File: config.mk
export PLATFORM = sky130hd
export DESIGN_NAME = vga_timing_gen
export DESIGN_NICKNAME = d
export VERILOG_FILES = /design/src/rtl/vga_timing_gen.sv
export SDC_FILE = /design/constraint.sdc
export NUM_CORES = 1
export LEC_CHECK = 0
export ABC_AREA = 1
export CORE_MARGIN = 2
export CORE_UTILIZATION = 57
export CTS_CLUSTER_DIAMETER = 50
export DETAILED_ROUTE_END_ITERATION = 7
export PLACE_DENSITY = 0.95
export SLEW_MARGIN = 20
export SYNTH_ARGS = -nofsm -noshare
export SYNTH_HDL_FRONTEND = slang
export SYNTH_SLANG_ARGS = --single-unit
File: constraint.sdc
create_clock -name clk -period 4.5 [get_ports clk]
set_input_delay 0.675 -clock clk [delete_from_list [all_inputs] [get_ports clk]]
set_output_delay 0.675 -clock clk [all_outputs]
set_load 0.02 [all_outputs]
File: src/rtl/vga_timing_gen.sv
// VGA raster timing generator: pixel-clock enable, horizontal/vertical
// counters, sync pulses, visible-area qualifier and line/frame start pulses.
// Every output is registered on the same edge as the counters, so sync,
// blanking and pulses all line up exactly with pix_x/pix_y.
module vga_timing_gen #(
    parameter int CLK_DIV  = 4,
    parameter int H_ACTIVE = 640,
    parameter int H_FP     = 16,
    parameter int H_SYNC   = 96,
    parameter int H_BP     = 48,
    parameter int V_ACTIVE = 480,
    parameter int V_FP     = 10,
    parameter int V_SYNC   = 2,
    parameter int V_BP     = 33,
    parameter int SYNC_POL = 0
) (
    input  logic       clk,
    input  logic       rst_n,
    output logic       pix_ce,
    output logic       hsync,
    output logic       vsync,
    output logic       rgbactive,
    output logic [9:0] pix_x,
    output logic [9:0] pix_y,
    output logic       line_start,
    output logic       frame_start
);

    localparam int H_TOTAL = H_ACTIVE + H_FP + H_SYNC + H_BP;
    localparam int V_TOTAL = V_ACTIVE + V_FP + V_SYNC + V_BP;
    localparam int DIV_W   = (CLK_DIV > 1) ? $clog2(CLK_DIV) : 1;

    localparam logic [DIV_W-1:0] DIV_LAST = DIV_W'(CLK_DIV - 1);
    localparam logic [9:0]       H_LAST   = 10'(H_TOTAL - 1);
    localparam logic [9:0]       V_LAST   = 10'(V_TOTAL - 1);

    // Decode bounds are one bit wider than the counters so that a sync pulse
    // ending exactly at a 1024 total cannot wrap to zero.
    localparam logic [10:0] H_ACT_END  = 11'(H_ACTIVE);
    localparam logic [10:0] H_SYNC_BEG = 11'(H_ACTIVE + H_FP);
    localparam logic [10:0] H_SYNC_END = 11'(H_ACTIVE + H_FP + H_SYNC);
    localparam logic [10:0] V_ACT_END  = 11'(V_ACTIVE);
    localparam logic [10:0] V_SYNC_BEG = 11'(V_ACTIVE + V_FP);
    localparam logic [10:0] V_SYNC_END = 11'(V_ACTIVE + V_FP + V_SYNC);

    localparam logic SYNC_LVL = (SYNC_POL != 0);

    // Reject geometries the 10-bit coordinate ports cannot represent.
    if (H_TOTAL > 1024 || V_TOTAL > 1024) begin : g_total_check
        $error("vga_timing_gen: H_TOTAL/V_TOTAL must not exceed 1024");
    end
    if (CLK_DIV < 1) begin : g_div_check
        $error("vga_timing_gen: CLK_DIV must be at least 1");
    end

    logic [DIV_W-1:0] div_q, div_d;
    logic [9:0]       hcount_q, hcount_d;
    logic [9:0]       vcount_q, vcount_d;
    logic             pix_ce_q, pix_ce_d;
    logic             hsync_q, hsync_d;
    logic             vsync_q, vsync_d;
    logic             active_q, active_d;
    logic             line_q, line_d;
    logic             frame_q, frame_d;
    logic             tick;
    logic             h_wrap;
    logic [10:0]      h_ext;
    logic [10:0]      v_ext;

    // Next-state: divider, counters and output decodes of the new position.
    // NOTE: every signal gets a default first so no path leaves it unassigned
    // and infers a latch.
    always_comb begin
        tick     = (div_q == DIV_LAST);
        div_d    = tick ? '0 : div_q + 1'b1;
        pix_ce_d = tick;
        hcount_d = hcount_q;
        vcount_d = vcount_q;
        hsync_d  = hsync_q;
        vsync_d  = vsync_q;
        active_d = active_q;
        line_d   = 1'b0;
        frame_d  = 1'b0;
        h_wrap   = (hcount_q == H_LAST);
        h_ext    = '0;
        v_ext    = '0;
        if (tick) begin
            hcount_d = h_wrap ? '0 : hcount_q + 10'd1;
            if (h_wrap) begin
                vcount_d = (vcount_q == V_LAST) ? '0 : vcount_q + 10'd1;
            end
            line_d   = h_wrap;
            frame_d  = h_wrap && (vcount_q == V_LAST);
            h_ext    = {1'b0, hcount_d};
            v_ext    = {1'b0, vcount_d};
            hsync_d  = (h_ext >= H_SYNC_BEG && h_ext < H_SYNC_END) ? SYNC_LVL : ~SYNC_LVL;
            vsync_d  = (v_ext >= V_SYNC_BEG && v_ext < V_SYNC_END) ? SYNC_LVL : ~SYNC_LVL;
            active_d = (h_ext < H_ACT_END) && (v_ext < V_ACT_END);
        end
    end

    // State register; reset parks the raster on the last position of a frame
    // so the first pix_ce after release starts a complete frame at (0,0).
    // NOTE: sequential state uses non-blocking assignments so every register
    // samples the pre-edge values regardless of statement order.
    always_ff @(posedge clk or negedge rst_n) begin
        if (!rst_n) begin
            div_q    <= '0;
            hcount_q <= H_LAST;
            vcount_q <= V_LAST;
            pix_ce_q <= 1'b0;
            hsync_q  <= ~SYNC_LVL;
            vsync_q  <= ~SYNC_LVL;
            active_q <= 1'b0;
            line_q   <= 1'b0;
            frame_q  <= 1'b0;
        end else begin
            div_q    <= div_d;
            hcount_q <= hcount_d;
            vcount_q <= vcount_d;
            pix_ce_q <= pix_ce_d;
            hsync_q  <= hsync_d;
            vsync_q  <= vsync_d;
            active_q <= active_d;
            line_q   <= line_d;
            frame_q  <= frame_d;
        end
    end

    assign pix_ce      = pix_ce_q;
    assign hsync       = hsync_q;
    assign vsync       = vsync_q;
    assign rgbactive   = active_q;
    assign pix_x       = hcount_q;
    assign pix_y       = vcount_q;
    assign line_start  = line_q;
    assign frame_start = frame_q;

endmodule
==> results.md <==
- Status: complete, no violations
- H-tree Lvls: 1
- Die W: 58.3 um
- Pwr Total: 379 uW
- Final hold vios: 0
- Pin count of the biggest net entering global routing: 29
- Most frequent cells after synthesis: nand2_1 (75), nor2_1 (31), inv_1 (27)
- RSZ-0062 raised after global routing: no
- Setup WS post-layout: 2220 ps
- Via count of the first global-routing pass: 1607
- Dominant cells by area after synthesis: dfrtp_1 (24%), dfstp_2 (19%), nand2_1 (17%), nor2_1 (6.9%), inv_1 (6.0%)
- Final Cycle Share: 50.7%
- Comb pwr share: 1.6%
- CP required: 4770 ps
- Overall via count from detail_route: 1616
- WL/cell: 12.5 um
- Clock power share: 31.8%
- Initial core utilization: 60.5%
- # port buffers: 27
- Synth Register Bits: 28
- Peak fanout along the critical path: 23
- Clock sink count: 28
- F_max: 438 MHz
- CTS hold repair buffers: 0
- MaxCap Viol Count: 0
- Critical path's slowest cell: ha_1
- Via density: 5.53
- Clk_lat worst skew: 330 ps
- Setup tns final: 0 ps
- Area added between synthesis and finish: 19.4%
- Ant diodes: 0
- Post-Layout Cell Count: 292
- Ratio of cells with drive above 1 in the final layout: 9.58%
- Post-cts repair resize count: 0
- Number of routed nets with antenna violations: 0
- Total track usage: 24.6%
- EDFF count, synth: 0
- DP Cell Count: 288
- Hpwl dp: 2.63 mm
- Drt total wl: 3.65 mm
- Syn nets: 241
- WS Path Type: reg2reg
- Switching share of power: 20.0%
- Library cells used by synthesis: 26
- Async set-reset flop share out of synthesis: 100%
- Reg clk slew, reported paths: 140 ps
- Synth Cell Area: 1680 um^2
- Seq/Total Area, Yosys: 42.6%
- Final setup viols: 0
- Worst slew pin tran: 697 ps
- Most frequent CP cell: nand2_1
- Core area: 2780 um^2
- Drc violations: 0
- First-pass DRT Iterations: 4
- Syn avg cell area: 7.19 um^2
- CP arrival: 2550 ps
- Post-synth top area cell: dfrtp_1
- Syn Inst Count: 234
- Fin. max-slew vios: 0
- Top cell type's share of synthesized area: 23.8%
- Root Driver: clkbuf_4
- I/O Pins: 28
- Cell leakage power: 0.895 nW
- Synth warn: 0
- Max_slew headroom: 53.5%
- Setup WS pre-CTS: 2240 ps
- Longest Clk Path Bufs: 2
- Power Density: 189 nW/um^2
- Fin util: 72.2%
- Min-delay worst type: reg2reg
- CP startpoint kind: flip-flop
- Most frequent cell after synthesis: nand2_1
- Bufs and invs on worst path: 1
- Postcts setup bufs: 0
- Crit-path cells: ha_1, inv_1, nor2_2, nand2_1, nand2_1, nand3_1, nor2_1, a21oi_1
- First-pass GRT wire length: 6.56 mm
- Min cycle time layout: 2280 ps
- Worst setup EP type: flip-flop
- Routability cong.: 0.870
- Nets: 269
- Clk_skew: 7.35 ps
- CP top delay family: simple AND/OR/NAND/NOR gates
- Int Power: 303 uW
- Overflow after GRT: 0
- Psw: 75.6 uW
- Peak supply drop: 0.243 mV
- DRT iter0 DRCs: 105
- Die Y-Extent: 58.3 um
- Row count: 19
- CTS tree: done
- Sequential cell fraction of total power: 66.6%
- DIE AREA: 3400 um^2
- Crit-path max cell delay: 610 ps
- Initial antenna violation count: 0
- CTS buffer count: 3
- Primary FF master, synth: dfrtp_1
==> logic make-up (layout without fill, tap and decap cells) <==
kind of cell / count (synthesis) / after routing / share of synthesized area, %
xor+xnor: 4 / 4 / 2.08
buf+inv: 34 / 61 / 8.11
flops: 28 / 28 / 42.6
simple gates: 138 / 138 / 35.2
compound gates: 25 / 25 / 8.33
fa+ha+maj: 5 / 5 / 3.72
==> layout by cell type (no fill, tap or decap), types with 2 or more instances in the layout <==
cell | netlist | layout
a21oi_1 | 5 | 5
clkbuf_4 | 0 | 3
clkdlybuf4s50_1 | 0 | 27
dfrtp_1 | 16 | 16
dfstp_2 | 12 | 12
ha_1 | 5 | 5
inv_1 | 27 | 27
nand2_1 | 75 | 75
nand3_1 | 18 | 18
nand4_1 | 7 | 7
nor2_1 | 31 | 31
o21a_1 | 2 | 2
o21ai_0 | 15 | 15
xor2_1 | 4 | 4
==> routing by layer <==
layer | vias up | GRT usage, % | wire length [um]
li1 | 799 | - | -
met1 | 754 | 30.4 | 1590
met2 | 50 | 42.2 | 1740
met3 | 13 | 2.64 | 188
met4 | 0 | 13.3 | 125
met5 | - | 0 | 0
==> sequential cells by signal (all words and copies together), names as in the netlist <==
| name | cells |
|---|---|
| vsync | 1 |
| line_start | 1 |
| pix_ce | 1 |
| pix_x | 10 |
| pix_y | 10 |
| rgbactive | 1 |
| div_q | 2 |
| hsync | 1 |
| frame_start | 1 |
==> layout make-up <==
| cell class | instances | area (um^2) |
|---|---|---|
| sequential | 28 | 716 |
| multi-input combinational | 172 | 830 |
| inverter | 29 | 110 |
| tap | 31 | 38.8 |
| timing repair buffer | 28 | 278 |
| clock buffer | 4 | 36.3 |
| fill | 221 | 773 |
==> worst paths after layout <==
check	start	to	slack, ps	depth (start not counted)
setup reg to reg	div_q[0]$_DFF_PN0_	vsync$_DFFE_PN1P_	2220	8
hold reg to reg	div_q[0]$_DFF_PN0_	div_q[0]$_DFF_PN0_	440	1
min in group asynchronous	rst_n	line_start$_DFF_PN0_	710	2
hold / removal	div_q[0]$_DFF_PN0_	div_q[0]$_DFF_PN0_	440	1
max in group asynchronous	rst_n	pix_x[3]$_DFFE_PN1P_	3490	2
setup / recovery	div_q[0]$_DFF_PN0_	vsync$_DFFE_PN1P_	2220	8
==> through the flow <==
step	hold slack [ps]	area [um^2]
floorplan	379	1680
global placement	412	1970
detailed placement	428	1970
CTS	446	2010
global route	454	2010
finish	441	2010
==> power groups by stage <==
stage | registers (mW) | clock network (mW) | logic (mW)
6_report | 0.252 | 0.121 | 0.00599
5_1_grt | 0.252 | 0.133 | 0.00715
4_1_cts | 0.252 | 0.126 | 0.00648
3_5_place_dp | 0.257 | 0 | 0.00644
3_3_place_gp | 0.257 | 0 | 0.00641
2_1_floorplan | 0.257 | 0 | 0.000000444
Power figures use the tool's default switching activity.
